==> config.mk <==
export PLATFORM = sky130hd
export DESIGN_NAME = xpar_bridge
export DESIGN_NICKNAME = d
export VERILOG_FILES = /design/src/rtl/xpar_bridge.sv
export SDC_FILE = /design/constraint.sdc
export NUM_CORES = 1
export LEC_CHECK = 0
export BUFFER_PORTS_ARGS = -buffer_cell sky130_fd_sc_hd__buf_2
export CORE_ASPECT_RATIO = 1.1
export CORE_MARGIN = 3
export CORE_UTILIZATION = 42
export DETAILED_ROUTE_END_ITERATION = 16
export GPL_TIMING_DRIVEN = 0
export PLACE_DENSITY_LB_ADDON = 0.3
export SYNTH_ARGS = -nofsm -noshare
export SYNTH_HDL_FRONTEND = slang
export SYNTH_SLANG_ARGS = --single-unit
==> constraint.sdc <==
create_clock -name clk -period 1.9 [get_ports clk]
set_clock_uncertainty 0.2 [all_clocks]
set_input_delay 0.19 -clock clk [delete_from_list [all_inputs] [get_ports clk]]
set_output_delay 0.19 -clock clk [all_outputs]
set_load 0.01 [all_outputs]
==> src/rtl/xpar_bridge.sv <==
// Bridge from a single-request controller bus to an external parallel port with
// read/write strobes; terminates on a fixed cycle count or on an acknowledge with timeout.
module xpar_bridge #(
    parameter int ADDR_W   = 11,
    parameter int DATA_W   = 32,
    parameter int WAIT_CYC = 2,
    parameter int USE_ACK  = 0,
    parameter int TIMEOUT  = 15
) (
    input  logic              clk,
    input  logic              rst,
    input  logic              sel,
    input  logic              we,
    input  logic [ADDR_W-1:0] addr,
    input  logic [DATA_W-1:0] data_in,
    output logic [DATA_W-1:0] data_out,
    output logic              ready,
    output logic              err,
    output logic [7:0]        err_cnt,
    output logic [ADDR_W-1:0] par_addr,
    output logic [DATA_W-1:0] par_out,
    input  logic [DATA_W-1:0] par_in,
    output logic              par_re,
    output logic              par_we,
    input  logic              par_ack
);

    typedef enum logic [1:0] {
        S_IDLE   = 2'd0,
        S_STROBE = 2'd1,
        S_DONE   = 2'd2,
        S_ERR    = 2'd3
    } state_t;

    localparam logic [7:0] LAST_FIX = 8'(WAIT_CYC);
    localparam logic [7:0] LAST_TO  = 8'(TIMEOUT - 1);

    state_t              state_q, state_d;
    logic [7:0]          cnt_q, cnt_d;
    logic [DATA_W-1:0]   data_out_q, data_out_d;
    logic                ready_q, ready_d;
    logic                err_q, err_d;
    logic [7:0]          err_cnt_q, err_cnt_d;
    logic [ADDR_W-1:0]   par_addr_q, par_addr_d;
    logic [DATA_W-1:0]   par_out_q, par_out_d;
    logic                par_re_q, par_re_d;
    logic                par_we_q, par_we_d;
    logic                done_ev, err_ev;

    always_ff @(posedge clk or negedge rst) begin
        if (!rst) begin
            state_q    <= S_IDLE;
            cnt_q      <= '0;
            data_out_q <= '0;
            ready_q    <= 1'b0;
            err_q      <= 1'b0;
            err_cnt_q  <= '0;
            par_addr_q <= '0;
            par_out_q  <= '0;
            par_re_q   <= 1'b0;
            par_we_q   <= 1'b0;
        end else begin
            state_q    <= state_d;
            cnt_q      <= cnt_d;
            data_out_q <= data_out_d;
            ready_q    <= ready_d;
            err_q      <= err_d;
            err_cnt_q  <= err_cnt_d;
            par_addr_q <= par_addr_d;
            par_out_q  <= par_out_d;
            par_re_q   <= par_re_d;
            par_we_q   <= par_we_d;
        end
    end

    // cnt_q counts completed strobe cycles, so cnt_q == N means this is cycle N+1.
    always_comb begin
        state_d = state_q;
        done_ev = 1'b0;
        err_ev  = 1'b0;
        case (state_q)
            S_IDLE: begin
                if (sel) state_d = S_STROBE;
            end
            S_STROBE: begin
                if (USE_ACK == 0) begin
                    done_ev = (cnt_q == LAST_FIX);
                end else begin
                    done_ev = par_ack;
                    err_ev  = !par_ack && (cnt_q == LAST_TO);
                end
                if (done_ev)     state_d = S_DONE;
                else if (err_ev) state_d = S_ERR;
            end
            S_DONE:  state_d = S_IDLE;
            S_ERR:   state_d = S_IDLE;
            default: state_d = S_IDLE;
        endcase
    end

    // Completion outputs are registered on the edge leaving STROBE so they line up with DONE/ERR.
    always_comb begin
        cnt_d      = cnt_q;
        data_out_d = data_out_q;
        ready_d    = 1'b0;
        err_d      = 1'b0;
        err_cnt_d  = err_cnt_q;
        par_addr_d = par_addr_q;
        par_out_d  = par_out_q;
        par_re_d   = par_re_q;
        par_we_d   = par_we_q;
        case (state_q)
            S_IDLE: begin
                if (sel) begin
                    cnt_d      = '0;
                    par_addr_d = addr;
                    par_out_d  = data_in;
                    par_re_d   = !we;
                    par_we_d   = we;
                end
            end
            S_STROBE: begin
                cnt_d = cnt_q + 8'd1;
                if (done_ev) begin
                    par_re_d = 1'b0;
                    par_we_d = 1'b0;
                    ready_d  = 1'b1;
                    if (par_re_q) data_out_d = par_in;
                end else if (err_ev) begin
                    par_re_d   = 1'b0;
                    par_we_d   = 1'b0;
                    ready_d    = 1'b1;
                    err_d      = 1'b1;
                    data_out_d = '0;
                    if (err_cnt_q != 8'hFF) err_cnt_d = err_cnt_q + 8'd1;
                end
            end
            default: ;
        endcase
    end

    assign data_out = data_out_q;
    assign ready    = ready_q;
    assign err      = err_q;
    assign err_cnt  = err_cnt_q;
    assign par_addr = par_addr_q;
    assign par_out  = par_out_q;
    assign par_re   = par_re_q;
    assign par_we   = par_we_q;

endmodule

* After elaboration in Yosys (flattened, before gate mapping) *
Cells that the tools add are included.

storage, ports and cells
  bits in read-only memories = 0
  output and inout bits = 87
  latch bits = 0
  memories kept = 0
  bits in registers = 97
  word-level logic and storage cells = 57
  bits of input ports = 80
  RAM bits = 0

cells by class
  reductions and logical operators = 11
  add/subtract/negate cells = 2
  divide/modulo/power cells = 0
  shifts and indexed selects = 0
  bitwise gates (word level) = 1
  multiplexer cells = 24
  order comparisons = 0
  multiply operators = 0
  equal/unequal tests = 9

operator list
  cell                                                  count
  two-way mux 32 bit                                    3
  adder 8 x 1 -> 8 bit (second input constant)          2
  one-hot mux 8 bit (2 select lines)                    1
  two-way mux 1 bit                                     13
  equality test 8 x 2 -> 1 bit (second input constant)  1
  two-way mux 8 bit                                     1
  != test 8 bit (second input constant)                 1
  two-way mux 2 bit                                     3
  != test 3 bit (second input constant)                 2
  one-hot mux 2 bit (3 select lines)                    1
  AND reduction 2 bit                                   3
  AND reduction 3 bit                                   2
  equality test 2 bit (second input constant)           2
  != test 2 bit (second input constant)                 2
  one-hot mux 1 bit (2 select lines)                    2
  AND reduction 4 bit                                   1
  nonzero test 2 bit                                    2
  equality test 2 x 1 -> 1 bit (second input constant)  1
  logical NOT 2 bit                                     1
  OR reduction 2 bit                                    1
  logical NOT 1 bit                                     1
  NOT 1 bit                                             1

* Depth between registers and ports, before layout *
Gate-level depths: netlist (run 1).

  depth in word-level cells = 6
  gate-level depth with buffers = 6
  mapped depth without buffers = 5

* Worst setup path after synthesis (run 1) *
Ideal clock, no wire load.

  path type = reg-to-reg
  start point = reg cnt_q[0]
  end point = reg data_out_q[0] (netlist: data_out[0])
  arrival = 1526 ps
  cell stages (with the launch flop) = 7
  path slack = 49 ps
  period minus slack after synthesis = 1851 ps
  cell sequence = dfrtp_1 -> inv_1 -> ha_1 -> nor4b_4 -> nand4_2 -> buf_6 -> mux2_4

between the ends
  word-level cells in the longest chain between the ends = 5
  elaborated cells between the ends (all ways) = 7

ends and longest elaborated chain
  element                                                        RTL line  RTL
  start: declaration                                             39        logic [7:0] cnt_q, cnt_d;
  start signal: assignment                                       64        cnt_q <= cnt_d;
  equality test 8 x 2 -> 1 bit *                                 87        done_ev = (cnt_q == LAST_FIX);
  two-way mux 1 bit * (2 in a row)                               81        case (state_q)
  != test 2 bit (no line) or nonzero test 2 bit (tied branches)  n/a
  AND reduction 3 bit (no line)                                  n/a
  end signal: assignment                                         65        data_out_q <= data_out_d;
  end: declaration                                               40        logic [DATA_W-1:0] data_out_q, data_out_d;

Mark *: on every way between the ends. The rest lies on a longest branch, timed or not. The select of a mux whose other input is x is not followed.
A chain may end at the register's enable or synchronous reset.

* Final worst setup path (run 1) *
  start point = reg cnt_q[0]
  end point = reg data_out_q[31] (netlist: data_out[31])

Same word-level chain as after synthesis.

==> results of run 1 <==
==> layout by cell type, fill, tap and decap left out, types with 2 or more instances in the layout <==
master         Yosys  routed
and3_1             2       2
buf_2              2     156
buf_4              9      13
buf_6              3       3
clkbuf_1           8       7
clkbuf_8           0      10
clkinv_4           0       3
conb_1             1       9
dfrtp_1           88      87
dlygate4sd3_1      0      77
ha_1               2       2
inv_1              3       3
mux2_2             3       3
mux2_4            30      30
nand2_1          137     137
nand2b_1           2       2
nand3_1            3       3
nor2_1             2       2
o21ai_0            5       5
==> kinds of logic (layout without fill, tap and decap cells) <==
family | after synthesis | after routing | synth area share [%]
simple gates | 155 | 155 | 17.9
flops | 88 | 88 | 60.7
mux | 34 | 34 | 13.6
buf+inv | 25 | 276 | 4.21
compound gates | 15 | 15 | 2.76
fa+ha+maj | 2 | 2 | 0.690
other cells | 1 | 9 | 0.103
==> stage by stage <==
stage          setup slack, ns  hold slack (ns)  power (mW)  cell area [um^2]
2_1_floorplan           0.0486           -0.306        5.06              3660
3_3_place_gp            -0.275            0.178        6.23              4570
3_5_place_dp            -0.127           0.0225        6.34              4600
4_1_cts                -0.0547           0.0788        7.84              5610
5_1_grt                 -0.145           0.0800        8.45              5620
6_report               -0.0484           0.0872        7.88              5620
==> critical path, cell delays in order (launching register included) <==
cell,delay [ns]
dfrtp_1,0.42
inv_1,0.07
ha_1,0.15
nor4b_4,0.28
nand4_4,0.19
buf_6,0.21
mux2_4,0.31
==> timing repair <==
action / CTS / global route
buffers inserted: 1 / 1
setup endpoints to repair: 41 / 42
endpoints found under the hold margin: 120 / 0
pin swaps: 0 / 0
gates resized for setup: 5 / 1
hold buffers: 77 / 0
==> flip-flops by register name (all words and copies together) (netlist names) <==
signal and count:
cnt_q 8, data_out 32, par_addr 11, par_out 32
par_re 1, par_we 1, ready 1, state_q 2
==> cell type report <==
class                           instances  share of cell area (%)
Tap cell                              108                    2.41
Multi-Input combinational cell        215                    23.6
Sequential cell                        88                    39.2
Clock inverter                          6                    1.22
Buffer                                 21                    2.49
Clock buffer                           10                    2.45
Inverter                                3                   0.200
Timing Repair Buffer                  236                    28.4
==> power groups by stage <==
stage | combinational (mW) | clock (mW) | sequential [mW]
2_1_floorplan | 1.39 | 0 | 3.67
6_report | 3.24 | 1.30 | 3.34
5_1_grt | 3.56 | 1.42 | 3.47
3_3_place_gp | 2.97 | 0 | 3.26
3_5_place_dp | 3.03 | 0 | 3.31
4_1_cts | 3.20 | 1.34 | 3.31
==> per-layer routing <==
metal,track usage (%),vias to the layer above,part of all wire [%]
li1,-,1520,-
met1,26.0,1513,41
met2,37.5,168,48
met3,5.35,20,9.4
met4,6.88,0,1.9
met5,0,-,0
==> worst paths after layout <==
path                                       endpoint  slack (ns)  depth (start not counted)
setup / recovery           data_out[31]$_DFFE_PN0P_       -0.05                          6
hold / removal              par_out[31]$_DFFE_PN0P_        0.09                          4
setup reg to reg           data_out[31]$_DFFE_PN0P_       -0.05                          6
hold reg to reg              par_out[8]$_DFFE_PN0P_        0.28                          2
max in group asynchronous   par_out[22]$_DFFE_PN0P_        0.70                          3
min in group asynchronous   data_out[4]$_DFFE_PN0P_        0.18                          2
==> results.sh, run 1 <==
export IMPL_p_sw_mw=2.86
export IMPL_drive_gt1_share_pct=39.4
export IMPL_dp_cells=593
export IMPL_status="finished, violations left"
export IMPL_p_leak_nw=3.05
export IMPL_synth_cell_area_mm2=0.00363
export IMPL_clkTransAtPathRegs_ns=0.09
export IMPL_endpoint_kind="flip-flop"
export IMPL_track_usage_pct=21.4
export IMPL_worstSetupStartpointType="flip-flop"
export IMPL_tightest_slew_ns=0.576
export IMPL_hold_class="in2reg"
export IMPL_port_buffer_count=156
export IMPL_syn_inst=320
export IMPL_synth_top_area_share_pct=60.7
export IMPL_power_frac_comb_pct=41.1
export IMPL_irDropWorstVdd_v=0.000726
export IMPL_tritoncts="done"
export IMPL_period_share_pct=103
export IMPL_ys_warn_count=0
export IMPL_grt_overflow_total=0
export IMPL_seqCellArea_mm2=0.00220
export IMPL_clockRootBuffer="clkbuf_8"
export IMPL_routabilityCongestion=0.773
export IMPL_die_w_um=94.6
export IMPL_ys_seq_elements=88
export IMPL_boundaryPins=167
export IMPL_synth_largest_area_cell="dfrtp_1"
export IMPL_viasPerCell=4.69
export IMPL_startpoint="cnt_q[0]$_DFFE_PN0P_"
export IMPL_multi_input_area_mm2=0.00133
export IMPL_async_flop_share_pct=100
export IMPL_fp_dieH_um=103
export IMPL_ys_top_cells_by_area="dfrtp_1 61%, nand2_1 14%, mux2_4 12%"
export IMPL_dieArea_mm2=0.00979
export IMPL_wl_per_cell_um=14.9
export IMPL_vias=3221
export IMPL_drv_slew=0
export IMPL_start_util_pct=44.4
export IMPL_grt_max_degree=46
export IMPL_coreArea_mm2=0.00817
export IMPL_drtIter0Drc=116
export IMPL_hold_viol_final=0
export IMPL_synthFlopType="dfrtp_1"
export IMPL_clk_path_buf_depth=2
export IMPL_worstPathArrival_ns=1.97
export IMPL_synth_edf_count=0
export IMPL_fmax_mhz=513
export IMPL_clock_power_share_pct=16.5
export IMPL_maxCapViolations=0
export IMPL_rsz0062_at_grt="true"
export IMPL_worstHoldStart="sel"
export IMPL_cp_max_fo=10
export IMPL_antenna_found_initial=0
export IMPL_min_period_ns=1.95
export IMPL_num_rows=34
export IMPL_instances_no_fill=687
export IMPL_ant_nets=0
export IMPL_swShare_pct=36.3
export IMPL_synthTopCellsByCount="137 x nand2_1, 88 x dfrtp_1, 30 x mux2_4"
export IMPL_crit_required_ns=1.92
export IMPL_sequentialPowerShare_pct=42.4
export IMPL_cts_buffers_inserted=9
export IMPL_nets=656
export IMPL_synth_cell_types=35
export IMPL_grt_pass1_vias=3326
export IMPL_clock_latency_ns=0.34
export IMPL_fillers=596
export IMPL_num_antenna_cells=0
export IMPL_fin_ws_ns=-0.0484
export IMPL_clock_sinks=88
export IMPL_power_density_mw_per_mm2=1400
export IMPL_drc_errors=0
export IMPL_r2r_start="cnt_q[0]$_DFFE_PN0P_"
export IMPL_failed_checks="setup timing"
export IMPL_crit_type="reg2reg"
export IMPL_tns_ns=-0.904
export IMPL_intPower_mw=5.02
export IMPL_area_growth_syn_to_layout_pct=54.9
export IMPL_routed_wl_um=10200
export IMPL_relSlewSlack_pct=61.6
export IMPL_first_pass_iters=7
export IMPL_synth_seq_area_share_pct=60.7
export IMPL_finish_utilization_pct=68.8
export IMPL_finalSetupViolCount=30
export IMPL_avgSynthCellArea_um2=11.3
export IMPL_place_hpwl_um=6170
export IMPL_synth_most_common_cell="nand2_1"
export IMPL_grt_pass1_wl_um=16300
export IMPL_htree_levels=3
Power figures use the tool's default switching activity.
==> inputs of run 2 (changes only) <==
- CORE_UTILIZATION: 42 -> 45
- clock period: 1.9 -> 2.3 ns (I/O delays scaled with it)
==> results.sh, run 2 (same netlist as run 1, synthesis figures left out) <==
export IMPL_clkTransAtPathRegs_ns=0.08
export IMPL_fillers=475
export IMPL_dp_slack_ns=0.229
export IMPL_power_density_mw_per_mm2=1180
export IMPL_track_usage_pct=23.7
export IMPL_drtIter0Drc=145
export IMPL_clock_latency_ns=0.34
export IMPL_viasPerCell=4.72
export IMPL_grt_pass1_wl_um=17300
export IMPL_port_buffer_count=156
export IMPL_period_share_pct=90.2
export IMPL_total_power_mw=6.61
export IMPL_endpoint_kind="flip-flop"
export IMPL_num_rows=33
export IMPL_clk_path_buf_depth=2
export IMPL_die_w_um=91.6
export IMPL_status="completed"
export IMPL_first_pass_iters=4
export IMPL_fp_dieH_um=100
export IMPL_finalSetupViolCount=0
export IMPL_routed_wl_um=10500
export IMPL_fin_ws_ns=0.225
export IMPL_grt_pass1_vias=3423
export IMPL_drv_slew=0
export IMPL_p_leak_nw=3.04
export IMPL_slowest_delay_ns=0.42
export IMPL_worstSetupStartpointType="flip-flop"
export IMPL_dieArea_mm2=0.00917
export IMPL_irDropWorstVdd_v=0.000716
export IMPL_antenna_found_initial=0
export IMPL_wl_per_cell_um=15.4
export IMPL_stdcell_area_mm2=0.00560
export IMPL_hold_viol_final=0
export IMPL_final_cell_mix="157 x buf_2, 137 x nand2_1, 88 x dfrtp_1, 77 x dlygate4sd3_1, 30 x mux2_4"
export IMPL_boundaryPins=167
export IMPL_maxCapViolations=0
export IMPL_tritoncts="done"
export IMPL_grt_overflow_total=0
export IMPL_slowest_stage="dfrtp_1"
export IMPL_cts_buffers_inserted=9
export IMPL_area_growth_syn_to_layout_pct=54.4
export IMPL_grt_max_degree=76
export IMPL_final_common_cell="buf_2"
export IMPL_worstPathArrival_ns=2.10
export IMPL_rsz0062_at_grt="false"
export IMPL_clock_sinks=88
export IMPL_vias=3224
export IMPL_fmax_mhz=482
export IMPL_clockRootBuffer="clkbuf_8"
export IMPL_nets=655
export IMPL_dpl_cell_area_mm2=0.00460
export IMPL_cts_resized=0
export IMPL_tightest_slew_ns=0.659
export IMPL_cp_max_fo=10
export IMPL_ant_nets=0
export IMPL_coreArea_mm2=0.00764
export IMPL_cts_setup_buffers=0
export IMPL_htree_levels=3
export IMPL_start_util_pct=47.5
export IMPL_place_hpwl_um=5990
export IMPL_drc_errors=0
export IMPL_crit_required_ns=2.33
export IMPL_tns_ns=0
export IMPL_hold_class="in2async"
export IMPL_drive_gt1_share_pct=38.8
export IMPL_worstPathCellList="inv_1 -> ha_1 -> nor4b_4 -> nand4_2 -> buf_6 -> mux2_4"
export IMPL_num_antenna_cells=0
export IMPL_relSlewSlack_pct=55.9
export IMPL_crit_type="reg2reg"
export IMPL_min_period_ns=2.07
export IMPL_routabilityCongestion=0.763
## run 2: what timing repair did
action / in CTS / in global routing
hold buffers: 77 / 0
hold endpoints to repair: 165 / 0
setup endpoints to repair: 0 / 0
## run 2: worst paths after layout
path	from	to	slack, ns	depth (start not counted)
worst max-delay path	cnt_q[0]$_DFFE_PN0P_	data_out[31]$_DFFE_PN0P_	0.23	6
worst min-delay path	rst	data_out[8]$_DFFE_PN0P_	0.08	2
worst max register to register	cnt_q[0]$_DFFE_PN0P_	data_out[31]$_DFFE_PN0P_	0.23	6
worst min register to register	par_out[28]$_DFFE_PN0P_	par_out[28]$_DFFE_PN0P_	0.28	2
max in group asynchronous	rst	par_out[4]$_DFFE_PN0P_	1.20	3
min in group clk	sel	state_q[0]$_DFFE_PN0P_	0.17	3
## run 2: area by class of cell
cell class,count,area [um^2],share of cell area [%]
clock buffers,10,138,2.46
plain buffers,22,141,2.53
flip-flops and latches,88,2200,39.3
well taps,105,131,2.35
multi-input cells,215,1300,23.3
clock inverters,6,91.3,1.63
inverters,3,11.3,0.201
repair buffers,234,1580,28.2
## run 2: per-layer routing
| layer | routed length [um] | global-route usage (%) | part of all wire [%] |
|---|---|---|---|
| met2 | 4980 | 39.4 | 47 |
| met5 | 0 | 0 | 0 |
| met1 | 4470 | 30.0 | 42 |
| met4 | 221 | 8.82 | 2.1 |
| met3 | 853 | 6.07 | 8.1 |
## run 2: critical path: cells and delay by family, from the launching register on
| kind | cells | cell delay (ns) |
|---|---|---|
| AND/OR/NAND/NOR | 2 | 0.54 |
| multiplexers | 1 | 0.31 |
| buffers and inverters | 2 | 0.32 |
| flip-flops | 1 | 0.42 |
| adder cells (fa/ha/maj) | 1 | 0.16 |
## run 2: metrics by stage
stage	instances	util (%)	hold slack, ns
global route	683	73.3	0.0889
global placement	589	59.8	0.220
detailed placement	590	60.2	-0.0965
floorplan	328	-	-0.266
finish	683	73.3	0.0846
CTS	683	73.3	0.0728
## run 2: report_power, final
part / switching [mW] / internal, mW / leakage [nW]
sequential: 0.482 / 2.28 / 1.08
combinational: 1.35 / 1.31 / 1.86
clock: 0.551 / 0.645 / 0.105
==> inputs of run 3 (changes only) <==
- RECOVER_POWER: default -> 25
==> results.sh, run 3 (same netlist as run 1, synthesis figures left out) <==
export IMPL_rsz0062_at_grt="false"
export IMPL_ant_nets=0
export IMPL_start_util_pct=47.5
export IMPL_fmax_mhz=482
export IMPL_tightest_slew_ns=0.912
export IMPL_boundaryPins=167
export IMPL_routed_wl_um=10600
export IMPL_wl_per_cell_um=15.5
export IMPL_r2r_start="cnt_q[0]$_DFFE_PN0P_"
export IMPL_min_period_ns=2.07
export IMPL_hold_class="in2reg"
export IMPL_cts_buffers_inserted=9
export IMPL_clock_latency_ns=0.34
export IMPL_hold_viol_final=0
export IMPL_drive_gt1_share_pct=38.6
export IMPL_tns_ns=0
export IMPL_dp_cells=590
export IMPL_crit_type="reg2reg"
export IMPL_slowest_stage="dfrtp_1"
export IMPL_nets=655
export IMPL_instances_no_fill=683
export IMPL_viasPerCell=4.72
export IMPL_worstHoldStart="sel"
export IMPL_finalSetupViolCount=0
export IMPL_fp_dieH_um=100
export IMPL_p_leak_nw=3.03
export IMPL_vias=3226
export IMPL_cp_max_fo=10
export IMPL_min_to="state_q[0]$_DFFE_PN0P_"
export IMPL_endpoint_kind="flip-flop"
export IMPL_crit_required_ns=2.33
export IMPL_grt_pass1_wl_um=17300
export IMPL_num_rows=33
export IMPL_path_delay_family="simple AND/OR/NAND/NOR gates"
export IMPL_grt_overflow_total=0
export IMPL_stdcell_area_mm2=0.00560
export IMPL_final_common_cell="buf_2"
export IMPL_drc_errors=0
export IMPL_maxCapViolations=0
export IMPL_period_share_pct=90.2
export IMPL_place_hpwl_um=5990
export IMPL_fillers=477
export IMPL_worstPathArrival_ns=2.10
export IMPL_clock_sinks=88
export IMPL_die_w_um=91.6
export IMPL_worstPathCellList="inv_1 -> ha_1 -> nor4b_4 -> nand4_2 -> buf_6 -> mux2_4"
export IMPL_dieArea_mm2=0.00917
export IMPL_whs_path_depth=3
export IMPL_clk_path_buf_depth=2
export IMPL_clockRootBuffer="clkbuf_8"
export IMPL_drtIter0Drc=178
export IMPL_clkTransAtPathRegs_ns=0.08
export IMPL_worstSetupStartpointType="flip-flop"
export IMPL_slowest_delay_ns=0.42
export IMPL_reg2regPathDepth=6
export IMPL_grt_pass1_vias=3423
export IMPL_antenna_found_initial=0
export IMPL_regToRegSetupSlack_ns=0.23
export IMPL_track_usage_pct=23.7
export IMPL_first_pass_iters=4
export IMPL_relSlewSlack_pct=39.2
export IMPL_tritoncts="done"
export IMPL_cp_num_buf_inv=2
export IMPL_drv_slew=0
export IMPL_power_density_mw_per_mm2=1180
export IMPL_num_antenna_cells=0
export IMPL_routabilityCongestion=0.763
export IMPL_grt_max_degree=76
export IMPL_irDropWorstVdd_v=0.000716
export IMPL_dpl_cell_area_mm2=0.00460
export IMPL_coreArea_mm2=0.00764
export IMPL_final_cell_mix="157 x buf_2, 137 x nand2_1, 88 x dfrtp_1, 77 x dlygate4sd3_1, 30 x mux2_4"
export IMPL_status="completed"
export IMPL_r2r_end="data_out[31]$_DFFE_PN0P_"
export IMPL_port_buffer_count=156
export IMPL_htree_levels=3
export IMPL_area_growth_syn_to_layout_pct=54.3
[run 3: final cells by class]
cell class	instances	area, um^2	area share (%)
Sequential cell	88	2200	39.4
Timing Repair Buffer	234	1580	28.2
Multi-Input combinational cell	215	1300	23.3
Buffer	22	141	2.53
Clock buffer	10	138	2.46
Tap cell	105	131	2.35
Clock inverter	6	91.3	1.63
Inverter	3	11.3	0.201
[run 3: worst max path at each step]
stage	start	to	slack [ns]	depth (start not counted)
floorplan	cnt_q[0]$_DFFE_PN0P_	data_out[0]$_DFFE_PN0P_	0.45	6
global placement	rst	par_out[24]$_DFFE_PN0P_	0.07	1
detailed placement	cnt_q[0]$_DFFE_PN0P_	data_out[23]$_DFFE_PN0P_	0.23	6
CTS	cnt_q[0]$_DFFE_PN0P_	data_out[14]$_DFFE_PN0P_	0.22	6
global route	cnt_q[0]$_DFFE_PN0P_	data_out[14]$_DFFE_PN0P_	0.16	6
finish	cnt_q[0]$_DFFE_PN0P_	data_out[31]$_DFFE_PN0P_	0.23	6
[run 3: through the flow]
step / hold slack, ns / power (mW) / setup slack [ns] / util (%)
after global routing: 0.184 / 7.03 / 0.161 / 73.3
after floorplan: -0.266 / 4.18 / 0.449 / -
after global placement: 0.220 / 5.14 / 0.0733 / 59.8
after CTS: 0.0728 / 6.54 / 0.215 / 73.3
after detailed placement: -0.0965 / 5.23 / 0.229 / 60.2
final: 0.165 / 6.62 / 0.226 / 73.3
[run 3: timing repair]
item	4_1_cts	5_1_grt
buffers inserted	0	0
gates resized for setup	0	0
hold buffers	77	0
endpoints found under the setup margin	0	0
hold endpoints to repair	165	0
[run 3: worst register-to-register path: stages, from the launching register on]
cell	delay (ns)
dfrtp_1	0.42
inv_1	0.07
ha_1	0.16
nor4b_4	0.28
nand4_2	0.26
buf_6	0.25
mux2_4	0.31
[run 3: where the power goes]
group | leakage [nW] | switching, mW | internal (mW) | total, mW
clock network | 0.105 | 0.554 | 0.645 | 1.20
logic | 1.85 | 1.35 | 1.31 | 2.66
registers | 1.08 | 0.482 | 2.28 | 2.76
[run 3: per-layer routing]
metal / vias up / global-route usage (%) / share of wire, %
met4: 0 / 8.82 / 2.1
met1: 1523 / 30.0 / 43
met2: 156 / 39.4 / 47
li1: 1522 / - / -
met5: - / 0 / 0
met3: 25 / 6.07 / 8.2
